[src/rtl/udp_panel_reader.sv]
// udp_panel_reader
// Reads one row of one LED panel frame memory on request and streams it to
// the UDP core as a payload using the same layout the panel write path
// consumes: panel, row, then each pixel as high byte followed by low byte.
//
// Ports
//   clock            single clock, rising edge
//   reset            asynchronous, active-low
//   req_valid/ready  readback request handshake (ready only while idle)
//   req_panel        panel index to read
//   req_row          row to read (bits [5:0] address the RAM, all 8 echoed)
//   busy             high from request acceptance until the last byte leaves
//   ctrl_en          one-hot panel RAM read enable, one pulse per pixel
//   ctrl_addr        RAM read address {4'b0, row[5:0], x[5:0]}
//   ctrl_rdat        RAM read data, valid one cycle after ctrl_en
//   udp0_sink_*      byte stream towards the UDP core (valid/ready/data/last)
module udp_panel_reader #(
  parameter int NUM_PANELS = 9,
  parameter int ROW_PIXELS = 64
) (
  input  logic                  clock,
  input  logic                  reset,
  input  logic                  req_valid,
  output logic                  req_ready,
  input  logic [7:0]            req_panel,
  input  logic [7:0]            req_row,
  output logic                  busy,
  output logic [NUM_PANELS-1:0] ctrl_en,
  output logic [15:0]           ctrl_addr,
  input  logic [23:0]           ctrl_rdat,
  output logic                  udp0_sink_valid,
  input  logic                  udp0_sink_ready,
  output logic [7:0]            udp0_sink_data,
  output logic                  udp0_sink_last
);

  localparam int XW = (ROW_PIXELS > 1) ? $clog2(ROW_PIXELS) : 1;
  localparam logic [XW-1:0] X_LAST = XW'(ROW_PIXELS - 1);

  typedef enum logic [2:0] {
    IDLE,
    HDR0,
    HDR1,
    FETCH,
    CAPTURE,
    PIX_HI,
    PIX_LO
  } state_t;

  state_t          state_q, state_d;
  logic [7:0]      panel_q, panel_d;
  logic [7:0]      row_q, row_d;
  logic [XW-1:0]   xPos_q, xPos_d;
  logic [15:0]     pixel_q, pixel_d;

  logic            panelValid;
  logic            isLastPixel;
  logic [5:0]      xExt;
  logic            unusedRdatBits;

  // Only the low 16 bits of the RAM word carry pixel data.
  assign unusedRdatBits = ^ctrl_rdat[23:16];

  // Out-of-range panels are still answered, but never touch any RAM.
  assign panelValid  = (panel_q < 8'(NUM_PANELS));
  assign isLastPixel = (xPos_q == X_LAST);

  // Zero-extend the pixel index into the 6-bit x field of the address.
  always_comb begin
    xExt = '0;
    xExt[XW-1:0] = xPos_q;
  end

  // State and datapath registers; everything clears on reset so a reset
  // mid-packet simply truncates the stream.
  always_ff @(posedge clock or negedge reset) begin
    if (!reset) begin
      state_q <= IDLE;
      panel_q <= '0;
      row_q   <= '0;
      xPos_q  <= '0;
      pixel_q <= '0;
    end else begin
      state_q <= state_d;
      panel_q <= panel_d;
      row_q   <= row_d;
      xPos_q  <= xPos_d;
      pixel_q <= pixel_d;
    end
  end

  // Next-state and output decode. All outputs are pure decodes of the
  // registered state, so valid/data/last are naturally held while stalled
  // and the RAM is read exactly once per pixel regardless of back-pressure.
  always_comb begin
    state_d         = state_q;
    panel_d         = panel_q;
    row_d           = row_q;
    xPos_d          = xPos_q;
    pixel_d         = pixel_q;
    req_ready       = 1'b0;
    busy            = 1'b1;
    ctrl_en         = '0;
    ctrl_addr       = '0;
    udp0_sink_valid = 1'b0;
    udp0_sink_data  = '0;
    udp0_sink_last  = 1'b0;

    case (state_q)
      IDLE: begin
        req_ready = 1'b1;
        busy      = 1'b0;
        if (req_valid) begin
          panel_d = req_panel;
          row_d   = req_row;
          xPos_d  = '0;
          state_d = HDR0;
        end
      end

      HDR0: begin
        udp0_sink_valid = 1'b1;
        udp0_sink_data  = panel_q;
        if (udp0_sink_ready) state_d = HDR1;
      end

      HDR1: begin
        udp0_sink_valid = 1'b1;
        udp0_sink_data  = row_q;
        if (udp0_sink_ready) state_d = FETCH;
      end

      FETCH: begin
        for (int i = 0; i < NUM_PANELS; i++) begin
          ctrl_en[i] = (panel_q == 8'(i));
        end
        ctrl_addr = {4'b0000, row_q[5:0], xExt};
        state_d   = CAPTURE;
      end

      CAPTURE: begin
        pixel_d = panelValid ? ctrl_rdat[15:0] : 16'h0000;
        state_d = PIX_HI;
      end

      PIX_HI: begin
        udp0_sink_valid = 1'b1;
        udp0_sink_data  = pixel_q[15:8];
        if (udp0_sink_ready) state_d = PIX_LO;
      end

      PIX_LO: begin
        udp0_sink_valid = 1'b1;
        udp0_sink_data  = pixel_q[7:0];
        udp0_sink_last  = isLastPixel;
        if (udp0_sink_ready) begin
          if (isLastPixel) begin
            state_d = IDLE;
          end else begin
            xPos_d  = xPos_q + 1'b1;
            state_d = FETCH;
          end
        end
      end

      default: begin
        state_d = IDLE;
      end
    endcase
  end

endmodule

[config.mk]
export PLATFORM = sky130hd
export DESIGN_NAME = udp_panel_reader
export DESIGN_NICKNAME = d
export VERILOG_FILES = /design/src/rtl/udp_panel_reader.sv
export SDC_FILE = /design/constraint.sdc
export NUM_CORES = 1
export LEC_CHECK = 0
export CORE_MARGIN = 4
export CORE_UTILIZATION = 45
export DETAILED_ROUTE_END_ITERATION = 6
export PLACE_DENSITY = 0.87
export SKIP_LAST_GASP = 1
export SLEW_MARGIN = 10
export SYNTH_ARGS = -nofsm -noshare
export SYNTH_HDL_FRONTEND = slang
export SYNTH_SLANG_ARGS = --single-unit
[constraint.sdc]
create_clock -name clock -period 1.9 [get_ports clock]
set_input_delay 0.19 -clock clock [delete_from_list [all_inputs] [get_ports clock]]
set_output_delay 0.19 -clock clock [all_outputs]
set_load 0.05 [all_outputs]
* Word level (Yosys, flattened, before mapping)
Index checks and enable logic that the tools add are counted.
** Word-level totals
- Output and inout bits :: 37
- Logic and storage cells :: 54
- Register bits :: 41
- Input bits :: 44
** Operators by class
- Mux-type cells :: 19
- Add/subtract/negate cells :: 1
- Magnitude comparators :: 1
- Equal/unequal tests :: 21
- Reductions and logical operators :: 7
** Operators with widths (number)
- $eq 8x3->1 const B :: 4
- $pmux 8 s4 :: 1
- $pmux 3 s7 :: 1
- $mux 6 :: 3
- $eq 8x2->1 const B :: 2
- $mux 16 :: 1
- $mux 3 :: 5
- $mux 12 :: 1
- $ne 2x2->1 const B :: 6
- $pmux 6 s2 :: 1
- $eq 3x3->1 const B :: 3
- $mux 9 :: 1
- $eq 8x1->1 const B :: 1
- $eq 8x4->1 const B :: 1
- $logic_not 8->1 :: 1
- $lt 8x4->1 const B :: 1
- $add 6x1->6 const B :: 1
- $eq 3x2->1 const B :: 2
- $eq 6x6->1 const B :: 1
- $reduce_and 5->1 :: 1
- $mux 1 :: 4
- $reduce_and 4->1 :: 1
- $reduce_or 4->1 :: 1
- $eq 3x1->1 const B :: 1
- 4 further kinds :: 4

* Logic depth before layout (Yosys ltp)
Gate-level depths: netlist of run 1.
- Depth after elaboration :: 4
- Depth in mapped cells :: 7

* Least setup slack after synthesis of run 1
Ideal clock, no wire load.
- Kind :: register to output
- From :: register state_q[2]
- To :: output ctrl_en[1]
- Path slack :: -0.763 ns
- Data required time :: 1.710 ns
- Data arrival time :: 2.473 ns
- Stages on the path, launching flop included :: 6
- Path buffers :: 1
- Path through :: dfrtp_1 -> buf_6 -> and3b_1 -> and2_1 -> nand2_1 -> nor4_1
** Between the ends
- Word-level cells in the longest chain between the ends :: 2
** Ends and longest elaborated chain
- from (decl) :: RTL line 50 : state_t state_q, state_d;
- from (signal assigned) :: RTL line 84 : state_q <= state_d;
- $eq 3x2->1 :: RTL line 109 : case (state_q)
- $mux 9 :: RTL line 109
- to (decl) :: RTL line 28 : output logic [NUM_PANELS-1:0] ctrl_en,
Every way passes these cells.

* Final worst setup path of run 1
- From :: register panel_q[7]
- To :: output ctrl_en[3]
** Between the ends
- Word-level cells in the longest chain between the ends :: 2
** Ends and longest elaborated chain
- from (decl) :: RTL line 51 : logic [7:0] panel_q, panel_d;
- from (signal assigned) :: RTL line 85 : panel_q <= panel_d;
- $eq 8x2->1 :: RTL line 135 : ctrl_en[i] = (panel_q == 8'(i));
- $mux 9 :: RTL line 109
Every way passes these cells.

==> results.yml, run 1 <==
status:
  status: "complete, but fails checks"
  violations: "setup timing"
sta:
  finalHoldViolCount: 0
  grt_setup_unrepaired: "true"
  finalCriticalPeriod_ps: 1990
  setup_ws_ps: -92.6
  worst_pin_slew_ps: 574
  max_freq_mhz: 502
  timing.hold.ws_ps: 418
  drv_slew: 0
  finalSetupViolations: 11
  finClkSkew_ps: 3.17
  relSlewSlack_pct: 61.7
  finalCritPeriodShare_pct: 105
critical_path:
  end_kind: "output pin"
  r2r-end: "pixel_q[3]"
  cp-start-kind: "flip-flop"
  crit_arrival_ps: 1800
  crit_fanout: 4
  reg2reg_setup_slack_ps: 180
  r2r_start: "panel_q[7]"
  required_ps: 1710
  reg2reg_depth: 5
  criticalPathCategory: "reg2out"
logic_synthesis:
  ys_warn_count: 0
  synth-edff-count: 0
  synthTopCellsByArea: "dfrtp_1 (46%), nand2_1 (17%), a22oi_1 (4.0%)"
  synth-simple-area-share_pct: 31.4
  synth.most_common_cell: "nand2_1"
  synth.top_cells.by_count: "nand2_1 (98), dfrtp_1 (41), and2_1 (14)"
  synth_compound_area_share_pct: 13.3
  synth_area_um2: 2230
  synth_top_flop_cell: "dfrtp_1"
  synth_cells: 266
  ys_types: 38
  synth_top_area_cell: "dfrtp_1"
  ys_async_sr_fraction_pct: 100
  synth_xor_area_share_pct: 0
  synthMuxAreaShare_pct: 2.70
  ys_ff_latch: 41
  synth_top_family_by_area: "simple AND/OR/NAND/NOR gates"
  synth_top_area_share_pct: 46.1
  ys_seq_area_share_pct: 46.1
  synthAdderAreaFrac_pct: 0.562
  avgSynthCellArea_um2: 8.37
hold_path:
  hold_class: "in2reg"
  min_path_cells: 3
  hold_end: "row_q[5]"
  min_from: "req_row[5]"
drt:
  wl_per_cell_um: 16.9
  num_vias: 2239
  dr.pass1.iters: 5
  dr.first_iter.drc_count: 239
  wl_mm: 6.92
  drc: 0
  post_drt_via_cell_ratio: 5.47
  drtAntennaViolNets: 0
power:
  p_total_w: 0.00529
  vdd_drop_max_uv: 738
  total_leakage_power_nw: 1.57
  power_density_nw_per_um2: 1480
placed_design:
  gp_congestion: 0.812
  dp.cells: 396
  hpwlAfterDp_mm: 4.64
  dpl_cell_area_um2: 3310
  portBuffers: 68
global_route:
  grt_overflow_total: 0
  grt_use_total_pct: 21.6
  antenna_found_initial: 0
  grt_pass1_vias: 2123
  grt_max_degree: 42
  grt_pass1_wl_mm: 10.4
final_layout:
  area_delta_synth_final_pct: 60.0
  final_util_pct: 74.9
  stdcell_count: 409
  num_antenna_cells: 0
  nets: 387
  drive_gt1_share_pct: 25.1
  finalInstanceArea_um2: 3560
floorplan:
  num_io_pins: 81
  die_y_um: 78.4
  dieArea_um2: 6140
  coreArea_um2: 4750
  start_util_pct: 46.8
  die_width_um: 78.4
  rows: 25
clocking:
  clockBufferDepth: 2
  cts_tree: "yes"
  clkTransAtPathRegs_ps: 70
  cts_max_level: 2
  worstSkewPairLatency_ps: 290
  cts_sinks: 41
  cts_inserted_buffers: 5
  cts_root_buf: "clkbuf_8"
run:
  maxCapViolations: 0
sequential cells by signal (all words and copies together) (netlist names):
name / count
panel_q: 8
state_q: 3
xExt: 6
pixel_q: 16
row_q: 8
placed cells by master, fill, tap and decap left out, drive strengths merged, types with 2 or more instances in the layout:
cell	n
a21oi	2
a221oi	3
a22oi	12
and2	14
buf	49
clkbuf	8
clkdlybuf4s50	34
conb	4
dfrtp	41
inv	3
mux2i	6
nand2	98
nand2b	3
nand3	6
nor2	10
nor2b	3
nor3	6
nor3b	4
nor4	2
o21ai	20
o2bb2ai	2
logic make-up (layout without fill, tap and decap cells):
kind of cell             count (synthesis)  after routing
multiplexers                             6              6
flip-flops                              41             41
AO/OA/AOI/OAI                           45             45
adder cells (fa/ha/maj)                  1              1
other                                    1              4
AND/OR/NAND/NOR                        150            150
buffers and inverters                   22             95
how the worst max path moves through the flow:
stage,to,depth (start not counted),start,slack (ps)
final,ctrl_en[3],5,panel_q[7],-90
after global routing,ctrl_en[2],5,panel_q[7],-180
after CTS,ctrl_en[3],5,panel_q[4],-50
after detailed placement,panel_q[4],6,state_q[2],120
after global placement,row_q[7],6,state_q[2],180
after floorplan,ctrl_en[1],5,state_q[2],-190
per-layer routing:
layer  vias to the layer above  wire (um)  track usage [%]
met3                        12        389             5.85
met4                         0        132             7.69
met5                         -          0                0
met1                      1103       2720             26.8
met2                        89       3680             36.3
li1                       1035          -                -
critical path, cell delays in order, from the launching register on:
cell       delay [ps]
dfrtp_1           440
nor4_4            320
and2_4            230
nand3_4           100
nor3_4            220
clkbuf_16         200
stage by stage:
| stage | setup TNS (ps) | setup WS (ps) |
|---|---|---|
| 3_3_place_gp | 0 | 181 |
| 5_1_grt | -1640 | -179 |
| 2_1_floorplan | -218 | -191 |
| 3_5_place_dp | 0 | 120 |
| 4_1_cts | -211 | -53.1 |
| 6_report | -505 | -92.6 |
layout make-up:
| type | count | area [um2] |
|---|---|---|
| Sequential cell | 41 | 1030 |
| Multi-Input combinational cell | 206 | 1220 |
| Clock buffer | 7 | 86.3 |
| Fill cell | 303 | 1190 |
| Tap cell | 67 | 83.8 |
| Timing Repair Buffer | 85 | 1130 |
| Inverter | 3 | 13.8 |
timing repair:
action                                  4_1_cts  5_1_grt
resized for setup                            11       17
setup buffers                                 3        2
hold buffers                                  1        0
pin swaps                                     4        8
endpoints found under the setup margin       16       20
endpoints found under the hold margin        41        0
report_power, final:
group          switching [W]  internal, W
Combinational        0.00171      0.00125
Clock               0.000287     0.000288
Sequential          0.000491      0.00126
Power figures use the tool's default switching activity.
==> run 2: changes to the inputs <==
--- a/config.mk
+++ b/config.mk
@@ -5,6 +5,7 @@
 export SDC_FILE = /design/constraint.sdc
 export NUM_CORES = 1
 export LEC_CHECK = 0
+export CORE_ASPECT_RATIO = 1.5
 export CORE_MARGIN = 4
 export CORE_UTILIZATION = 45
 export DETAILED_ROUTE_END_ITERATION = 6
==> run 2 against run 1 <==
Net effect: the run still ends with setup timing left; clock-buffer cell count is the same; sequential share of layout area shrank 0.39 points; design area grew 1.5%; via count grew 2.2%; core utilization grew 0.26 points; clock power grew 28%; global-route usage grew 1.0 points; total power grew 4.4%; die area grew 0.38%; register-to-register slack lost 120 ps; combinational power grew 2%; critical endpoint is now ctrl_en[6]; largest cell class unchanged; largest power group unchanged.
==> results.yml, run 2 (synthesis gave the netlist of run 1 again) <==
critical_path:
  r2r-end: "xExt[4]"
  required_ps: 1710
  end_kind: "output pin"
  reg2reg_setup_slack_ps: 60
  cp-start-kind: "flip-flop"
  reg2reg_depth: 5
  criticalPathCategory: "reg2out"
  crit_arrival_ps: 1750
  crit_fanout: 4
  r2r_start: "state_q[0]"
power:
  vdd_drop_max_uv: 861
  power_density_nw_per_um2: 1530
  total_leakage_power_nw: 1.62
placed_design:
  hpwlAfterDp_mm: 5.03
  portBuffers: 68
  gp_congestion: 0.857
  dpl_cell_area_um2: 3310
floorplan:
  die_y_um: 94.2
  coreArea_um2: 4810
  dieArea_um2: 6160
  start_util_pct: 46.3
  rows: 31
  die_width_um: 65.4
  num_io_pins: 81
final_layout:
  area_delta_synth_final_pct: 62.4
  n_fill_cell: 319
  reg_top3: "pixel_q x16, panel_q x8, row_q x8"
  largest_reg_flops: 16
  seqCellArea_um2: 1030
  num_antenna_cells: 0
  final_cell_mix: "nand2_1 (95), dfrtp_1 (38), clkdlybuf4s50_1 (34)"
  nets: 390
  regMostFlops: "pixel_q"
  layout_commonest_cell: "nand2_1"
  multi_input_area_um2: 1210
  drive_gt1_share_pct: 26.0
  finalInstanceArea_um2: 3620
  final_util_pct: 75.2
sta:
  drv_slew: 0
  setup_ws_ps: -44.8
  finalHoldViolCount: 0
  finalSetupViolations: 6
  finalCriticalPeriod_ps: 1940
  grt_setup_unrepaired: "true"
  worst_pin_slew_ps: 577
  finClkSkew_ps: 8.62
  relSlewSlack_pct: 61.5
  max_freq_mhz: 514
  finalCritPeriodShare_pct: 102
drt:
  wl_per_cell_um: 18.0
  post_drt_via_cell_ratio: 5.55
  wl_mm: 7.40
  dr.pass1.iters: 5
  dr.first_iter.drc_count: 208
  drtAntennaViolNets: 0
  num_vias: 2288
  drc: 0
clocking:
  cts_tree: "yes"
  clkTransAtPathRegs_ps: 80
  cts_sinks: 41
  cts_max_level: 2
  cts_inserted_buffers: 5
  clockBufferDepth: 2
  worstSkewPairLatency_ps: 300
  cts_root_buf: "clkbuf_8"
run:
  maxCapViolations: 0
status:
  status: "complete, but fails checks"
  violations: "setup timing"
global_route:
  grt_overflow_total: 0
  grt_max_degree: 23
  grt_pass1_vias: 2204
  grt_use_total_pct: 22.7
  grt_pass1_wl_mm: 10.5
  antenna_found_initial: 0
hold_path:
  hold_class: "in2async"
## run 2: cell count changes in the layout (fill, tap and decap cells not counted), sizes merged
cell and delta:
bufinv +1, buf +3
## run 2: how the worst max path moves through the flow
stage                from          to  slack [ps]  cells past startpoint
6_report       panel_q[7]  ctrl_en[6]         -40                      5
4_1_cts        panel_q[4]  ctrl_en[8]         -40                      5
3_5_place_dp   panel_q[7]  ctrl_en[8]         170                      5
2_1_floorplan  state_q[2]  ctrl_en[1]        -190                      5
3_3_place_gp   panel_q[7]  ctrl_en[1]         210                      5
5_1_grt        panel_q[7]  ctrl_en[6]        -120                      5
## run 2: final cells by class
type	instances	area share, %
multi-input cells	206	33.6
repair buffers	88	32.2
flip-flops and latches	41	28.5
clock buffers	7	2.39
well taps	66	2.28
clock inverters	1	0.830
inverters	3	0.311
## run 2: critical path: stages (launching register included)
cell,delay [ps]
dfrtp_1,420
nor4_4,300
and2_4,230
nand3b_1,120
nor2_1,220
buf_12,170
## run 2: report_power, final
| part | internal [W] | switching, W |
|---|---|---|
| sequential | 0.00126 | 0.000486 |
| clock | 0.000428 | 0.000306 |
| combinational | 0.00130 | 0.00175 |
## run 2: through the flow
| step | power (W) | hold WS, ps | cells | setup TNS (ps) | setup WS (ps) |
|---|---|---|---|---|---|
| after floorplan | 0.00321 | -106 | 269 | -218 | -191 |
| final | 0.00552 | 391 | 412 | -189 | -44.8 |
| after CTS | 0.00519 | 407 | 405 | -74.1 | -40.5 |
| after global routing | 0.00577 | 423 | 412 | -828 | -119 |
| after detailed placement | 0.00438 | 179 | 394 | 0 | 173 |
| after global placement | 0.00426 | 177 | 394 | 0 | 214 |
## run 2: layer usage
metal	track usage, %	routed length (um)
met5	0	0
met4	11.2	303
met3	4.55	387
met2	41.5	4190
met1	24.0	2520
## run 2: repair_timing
| action | 4_1_cts | 5_1_grt |
|---|---|---|
| endpoints found under the hold margin | 21 | 0 |
| buffers inserted | 2 | 7 |
| setup endpoints to repair | 17 | 17 |
| hold buffers | 1 | 0 |
| pin swaps | 3 | 7 |
| gates resized for setup | 9 | 17 |
